`src/rtl/vga_scanout.sv`:
```
`default_nettype none
// +--------------------------------------------------------------------------+
// | vga_scanout: VGA raster timing, SRAM word fetch and MSB-first unpack.    |
// | Optional VGA_SCANOUT_PIXDBL_EN: 2x2 pixel doubling.  Rev 1.0             |
// +--------------------------------------------------------------------------+
module vga_scanout #(
  parameter int H_ACTIVE = 640,
  parameter int H_FP     = 16,
  parameter int H_SYNC   = 96,
  parameter int H_BP     = 48,
  parameter int V_ACTIVE = 480,
  parameter int V_FP     = 10,
  parameter int V_SYNC   = 2,
  parameter int V_BP     = 33,
  parameter int AWIDTH   = 15,
  parameter int DWIDTH   = 16
) (
  input  logic              clk,
  input  logic              reset_n,
  output logic              vram_re,
  output logic [AWIDTH-1:0] vram_raddr,
  input  logic [DWIDTH-1:0] vram_rdata,
  output logic              hsync,
  output logic              vsync,
  output logic              active,
  output logic              pixel,
  output logic              frame_start
);

  localparam int C_H_TOTAL = H_ACTIVE + H_FP + H_SYNC + H_BP;
  localparam int C_V_TOTAL = V_ACTIVE + V_FP + V_SYNC + V_BP;
  localparam int C_HW      = $clog2(C_H_TOTAL);
  localparam int C_VW      = $clog2(C_V_TOTAL);

  localparam logic [C_HW-1:0] C_H_LAST  = C_HW'(C_H_TOTAL - 1);
  localparam logic [C_VW-1:0] C_V_LAST  = C_VW'(C_V_TOTAL - 1);
  localparam logic [C_HW-1:0] C_H_ACT   = C_HW'(H_ACTIVE);
  localparam logic [C_VW-1:0] C_V_ACT   = C_VW'(V_ACTIVE);
  localparam logic [C_HW-1:0] C_HS_BEG  = C_HW'(H_ACTIVE + H_FP);
  localparam logic [C_HW-1:0] C_HS_END  = C_HW'(H_ACTIVE + H_FP + H_SYNC);
  localparam logic [C_VW-1:0] C_VS_BEG  = C_VW'(V_ACTIVE + V_FP);
  localparam logic [C_VW-1:0] C_VS_END  = C_VW'(V_ACTIVE + V_FP + V_SYNC);

  // r_run holds the counters at the origin for one clock after reset release
  logic              r_run;
  logic [C_HW-1:0]   r_h;
  logic [C_VW-1:0]   r_v;
  logic [AWIDTH-1:0] r_ptr;
  logic [AWIDTH-1:0] r_last;
  logic [DWIDTH-1:0] r_sr;
  logic              r_vis_d1, r_vis_d2;
  logic              r_hs_d1, r_hs_d2;
  logic              r_vs_d1, r_vs_d2;
  logic              r_fs_d1, r_fs_d2;
  logic              r_fetch_d1;

  logic w_h_wrap, w_v_last, w_vis, w_fetch, w_hs, w_vs, w_fs;

  assign w_h_wrap = (r_h == C_H_LAST);
  assign w_v_last = (r_v == C_V_LAST);
  assign w_vis    = r_run && (r_h < C_H_ACT) && (r_v < C_V_ACT);
  assign w_hs     = !((r_h >= C_HS_BEG) && (r_h < C_HS_END));
  assign w_vs     = !((r_v >= C_VS_BEG) && (r_v < C_VS_END));
  assign w_fs     = r_run && (r_h == '0) && (r_v == '0);

`ifdef VGA_SCANOUT_PIXDBL_EN
  assign w_fetch  = w_vis && (r_h[4:0] == 5'd0);
`else
  assign w_fetch  = w_vis && (r_h[3:0] == 4'd0);
`endif

  assign vram_re    = w_fetch;
  assign vram_raddr = w_fetch ? r_ptr : r_last;

  always_ff @(posedge clk or negedge reset_n) begin
    if (!reset_n) begin
      r_run <= 1'b0;
      r_h   <= '0;
      r_v   <= '0;
    end else begin
      r_run <= 1'b1;
      if (r_run) begin
        if (w_h_wrap) begin
          r_h <= '0;
          r_v <= w_v_last ? '0 : r_v + C_VW'(1);
        end else begin
          r_h <= r_h + C_HW'(1);
        end
      end
    end
  end

`ifdef VGA_SCANOUT_PIXDBL_EN
  logic [AWIDTH-1:0] r_line_start;

  // Even lines rewind so the following odd line re-reads the same words
  always_ff @(posedge clk or negedge reset_n) begin
    if (!reset_n) begin
      r_ptr        <= '0;
      r_last       <= '0;
      r_line_start <= '0;
    end else begin
      if (w_fetch)
        r_last <= r_ptr;
      if (r_run && w_h_wrap && w_v_last) begin
        r_ptr        <= '0;
        r_line_start <= '0;
      end else if (r_run && w_h_wrap) begin
        if (!r_v[0])
          r_ptr <= r_line_start;
        else
          r_line_start <= r_ptr;
      end else if (w_fetch) begin
        r_ptr <= r_ptr + AWIDTH'(1);
      end
    end
  end
`else
  always_ff @(posedge clk or negedge reset_n) begin
    if (!reset_n) begin
      r_ptr  <= '0;
      r_last <= '0;
    end else begin
      if (w_fetch)
        r_last <= r_ptr;
      if (r_run && w_h_wrap && w_v_last)
        r_ptr <= '0;
      else if (w_fetch)
        r_ptr <= r_ptr + AWIDTH'(1);
    end
  end
`endif

  // Two-stage alignment: stage 1 covers the SRAM read, stage 2 the unpack
  always_ff @(posedge clk or negedge reset_n) begin
    if (!reset_n) begin
      r_vis_d1   <= 1'b0;
      r_vis_d2   <= 1'b0;
      r_hs_d1    <= 1'b1;
      r_hs_d2    <= 1'b1;
      r_vs_d1    <= 1'b1;
      r_vs_d2    <= 1'b1;
      r_fs_d1    <= 1'b0;
      r_fs_d2    <= 1'b0;
      r_fetch_d1 <= 1'b0;
    end else begin
      r_vis_d1   <= w_vis;
      r_vis_d2   <= r_vis_d1;
      r_hs_d1    <= w_hs;
      r_hs_d2    <= r_hs_d1;
      r_vs_d1    <= w_vs;
      r_vs_d2    <= r_vs_d1;
      r_fs_d1    <= w_fs;
      r_fs_d2    <= r_fs_d1;
      r_fetch_d1 <= w_fetch;
    end
  end

`ifdef VGA_SCANOUT_PIXDBL_EN
  logic r_h0_d1, r_h0_d2;

  always_ff @(posedge clk or negedge reset_n) begin
    if (!reset_n) begin
      r_h0_d1 <= 1'b0;
      r_h0_d2 <= 1'b0;
      r_sr    <= '0;
    end else begin
      r_h0_d1 <= r_h[0];
      r_h0_d2 <= r_h0_d1;
      if (r_fetch_d1)
        r_sr <= vram_rdata;
      else if (r_h0_d2)
        r_sr <= {r_sr[DWIDTH-2:0], 1'b0};
    end
  end
`else
  always_ff @(posedge clk or negedge reset_n) begin
    if (!reset_n) begin
      r_sr <= '0;
    end else begin
      if (r_fetch_d1)
        r_sr <= vram_rdata;
      else
        r_sr <= {r_sr[DWIDTH-2:0], 1'b0};
    end
  end
`endif

  assign hsync       = r_hs_d2;
  assign vsync       = r_vs_d2;
  assign active      = r_vis_d2;
  assign frame_start = r_fs_d2;
  assign pixel       = r_sr[DWIDTH-1] & r_vis_d2;

endmodule
`default_nettype wire

```
`config.mk`:
```
export PLATFORM = sky130hd
export DESIGN_NAME = vga_scanout
export DESIGN_NICKNAME = d
export VERILOG_FILES = /design/src/rtl/vga_scanout.sv
export SDC_FILE = /design/constraint.sdc
export NUM_CORES = 1
export LEC_CHECK = 0
export CELL_PAD_IN_SITES_DETAIL_PLACEMENT = 2
export CELL_PAD_IN_SITES_GLOBAL_PLACEMENT = 2
export CORE_UTILIZATION = 24
export CTS_CLUSTER_DIAMETER = 150
export DETAILED_ROUTE_END_ITERATION = 8
export GPL_ROUTABILITY_DRIVEN = 1
export PLACE_DENSITY = 0.67
export REMOVE_ABC_BUFFERS = 1
export SLEW_MARGIN = 10
export SYNTH_ARGS = -nofsm -noshare
export SYNTH_HDL_FRONTEND = slang
export SYNTH_SLANG_ARGS = --single-unit
export TNS_END_PERCENT = 1
```
`constraint.sdc`:
```
create_clock -name clk -period 2.05 [get_ports clk]
set_input_delay 0.3075 -clock clk [delete_from_list [all_inputs] [get_ports clk]]
set_output_delay 0.3075 -clock clk [all_outputs]
set_load 0.005 [all_outputs]
```
==> flow_summary.ini <==
[outcome]
run_status = finished, violations left
violations = setup timing

[floorplan]
core.rowCount = 42
core_um2 = 13450
die_area_um2 = 14450
fp.dieW_um = 120.2
initial_core_util = 0.2493
die_h_um = 120.2
ios = 39

[grt]
grt_pass1_wl_um = 15710
antenna_found_initial = 0
grt_start_max_net_pins = 38
grt_usage = 0.1422
grt_pass1_vias = 3164
grt_overflow_total = 0

[power_and_ir_drop]
vdd_drop_max_mv = 0.5245
power_leakage_nw = 2.255
p_sw_frac = 0.2760
combPwrFrac = 0.226
p_switching_mw = 1.318
seqPwrFrac = 0.408
clkPwrFrac = 0.366
p_total_mw = 4.775
power_density_nw_per_um2 = 971.3
p_int_mw = 3.457

[synthesis]
synth_cells = 309
synth_warnings = 0
synth_area_um2 = 3354
synth_top_area_frac = 0.5371
ys.flop_type = dfrtp_1
yosysSeqAreaShare = 0.5684
synth_area_leader_cell = dfrtp_1
yosysUniqueCellTypes = 41
synth-edff-count = 0
netlist_top_cells_area = dfrtp_1, nand2_1, mux2_2, dfstp_2, a21oi_1
syn_area_per_cell_um2 = 10.86
async_flop_share = 1.000
synth-seq-cells = 76

[clock_network]
numCtsBuffers = 9
htreeDepth = 3
cts.sinks = 76
clk_latency_ns = 0.35
clkTransAtPathRegs_ns = 0.06
cts_root_buf = clkbuf_16
cts_tree = done
cts_buffer_depth = 2

[critical_path]
crit_end = vram_raddr[1]
crit_path_end_kind = output pin
critPathKind = reg2out
cp_data_arrival_time_ns = 1.89
rr_startpoint = r_h[3]$_DFFE_PN0P_
path_cells = nor4b_4, nand4_4, buf_6, buf_12, nand2_1, nand2_2, buf_2
cp.required_ns = 1.74
cp_slowest_cell = dfrtp_1
max_stage_delay_ns = 0.41
cp_top_family = simple AND/OR/NAND/NOR gates
path_depth = 7
cp-start-kind = flip-flop
crit_path_max_fanout = 7
r2r_slack_ns = -0.14
reg2reg_depth = 12
crit_start = r_h[3]$_DFFE_PN0P_
r2r-end = r_last[13]$_DFF_PN0_
crit_buf_inv = 3

[timing]
worst_pin_slew_ns = 0.6376
rsz0062_at_grt = true
post-route-min-period_ns = 2.193
relSlewSlack = 0.5749
slew_violations = 0
fmax_mhz = 455.9
clock_skew_ns = 0.008747
finalSetupViolations = 22
final-hold-violation-count = 0
period_share = 1.070
fin_ws_ns = -0.1433

[final_layout]
drive_gt1_frac = 0.3883
stdcell_area_um2 = 4916
fin_nets = 430
syn2layout_area_growth_pct = 46.55
insertedDiodeCount = 0

[run]
maxCapViolations = 0

[place]
dp_hpwl_um = 6202
gp_congestion = 0.7536
portBuffers = 38
detailed_place.area_um2 = 4120

[detailed_routing]
vias_per_cell = 4.634
antenna_left = 0
dr.pass1.iters = 4
dr.first_iter.drc_count = 82
wl_um = 9553
vias = 2725
routedWlPerCell_um = 16.25
drt_drc_violations_left = 0

[hold_path]
hold_start = r_vis_d1$_DFF_PN0_
hold_path_class = reg2reg
[worst reg2reg max path, stage by stage (launching register included)]
cell and delay (ns):
dfrtp_1 0.41, nor4b_4 0.35, nand4_4 0.20, buf_6 0.18
buf_12 0.14, nand2_4 0.05, nand2_2 0.06, buf_6 0.10
buf_4 0.12, buf_4 0.12, buf_4 0.12, buf_4 0.12
buf_4 0.12
[how the worst min path moves through the flow]
stage / depth (start not counted) / endpoint / slack [ns]
finish: 0 / active$_DFF_PN0_ / 0.35
CTS: 0 / active$_DFF_PN0_ / 0.36
global route: 0 / active$_DFF_PN0_ / 0.36
detailed placement: 1 / r_sr[8]$_DFF_PN0_ / 0.31
floorplan: 0 / active$_DFF_PN0_ / 0.01
global placement: 1 / r_sr[7]$_DFF_PN0_ / 0.30
[sequential cells by signal, summed over array words and instances, names as in the netlist]
name         count
r_last          15
hsync            1
r_vs_d1          1
r_ptr           15
r_v             10
frame_start      1
r_h             10
active           1
r_fetch_d1       1
r_sr            16
r_run            1
r_fs_d1          1
r_vis_d1         1
vsync            1
r_hs_d1          1
[kinds of logic after synthesis]
family | after synthesis | synth area share
buffers and inverters | 22 | 0.03096
AND/OR/NAND/NOR | 132 | 0.2186
other | 1 | 0.001118
multiplexers | 16 | 0.05334
flip-flops | 76 | 0.5684
AO/OA/AOI/OAI | 44 | 0.07497
XOR/XNOR | 13 | 0.03394
adder cells (fa/ha/maj) | 5 | 0.01865
[cell usage after synthesis (3+ instances only)]
cell type / count
or3_1: 6
clkbuf_1: 5
mux2_2: 15
a21oi_1: 16
dfrtp_1: 72
o21ai_1: 9
ha_1: 5
xor2_1: 8
o21ai_0: 8
o31ai_1: 7
and3_1: 6
nand2_1: 57
buf_2: 5
xnor2_1: 5
dfstp_2: 4
or4_1: 9
nor4_1: 3
nor3_1: 3
nand3_1: 16
inv_1: 8
nor2_1: 8
and4_1: 4
nand4_1: 7
[layout make-up]
type	instances	area, µm²
Multi-Input combinational cell	211	1484
Clock buffer	10	239.0
Fill cell	1445	8537
Inverter	9	38.79
Clock inverter	6	87.58
Timing Repair Buffer	100	939.7
Sequential cell	76	1907
Tap cell	176	220.2
[repair_timing]
action                     in CTS  in global routing
setup endpoints to repair      16                 26
buffers inserted               27                  2
resized for setup             106                 33
hold buffers                    1                  0
hold endpoints to repair       34                  0
gates cloned                    1                  1
pin swaps                      19                 18
[cell usage in the layout, fill, tap and decap left out, drive strengths merged, types with 2 or more instances in the layout]
master and count:
bufinv 2, and4 4, o31ai 7, nor2 9, or4 9, buf 77
and4b 2, clkdlybuf4s50 21, nand3 17, clkinvlp 3, xnor2 5, dfstp 4
clkbuf 11, mux2 15, or3 6, and3 6, and2 3, nor3 3
a21oi 16, nand4 10, dfrtp 72, xor2 8, clkinv 2, ha 5
o221ai 2, nor4 3, inv 8, nand2 57, o21ai 18
[power groups by stage]
stage	logic [mW]	registers, mW	clock network, mW
after floorplan	0.406	1.90	0
after global placement	0.748	1.94	0
after detailed placement	0.789	1.96	0
after CTS	0.954	1.94	1.80
after global routing	1.18	1.99	1.86
final	1.08	1.95	1.75
[per-stage QoR]
step | TNS, ns | instances | util | setup slack (ns) | hold slack (ns)
final | -2.307 | 588 | 0.3654 | -0.1433 | 0.3488
after global routing | -4.473 | 588 | 0.3654 | -0.2431 | 0.3582
after CTS | -2.621 | 585 | 0.3530 | -0.1451 | 0.3556
after detailed placement | -1.188 | 540 | 0.3063 | -0.1039 | 0.3090
after global placement | -0.2341 | 540 | 0.3063 | -0.03312 | 0.3048
after floorplan | 0 | 296 | - | 0.06903 | 0.01191
[metal layers]
layer	wire, µm	vias to the layer above	global-route usage
li1	-	1284	-
met1	4028	1397	0.1591
met2	5074	30	0.2543
met3	236	14	0.02830
met4	213	0	0.07407
met5	0	-	0
Note: power is estimated with default switching activity, not from simulation.
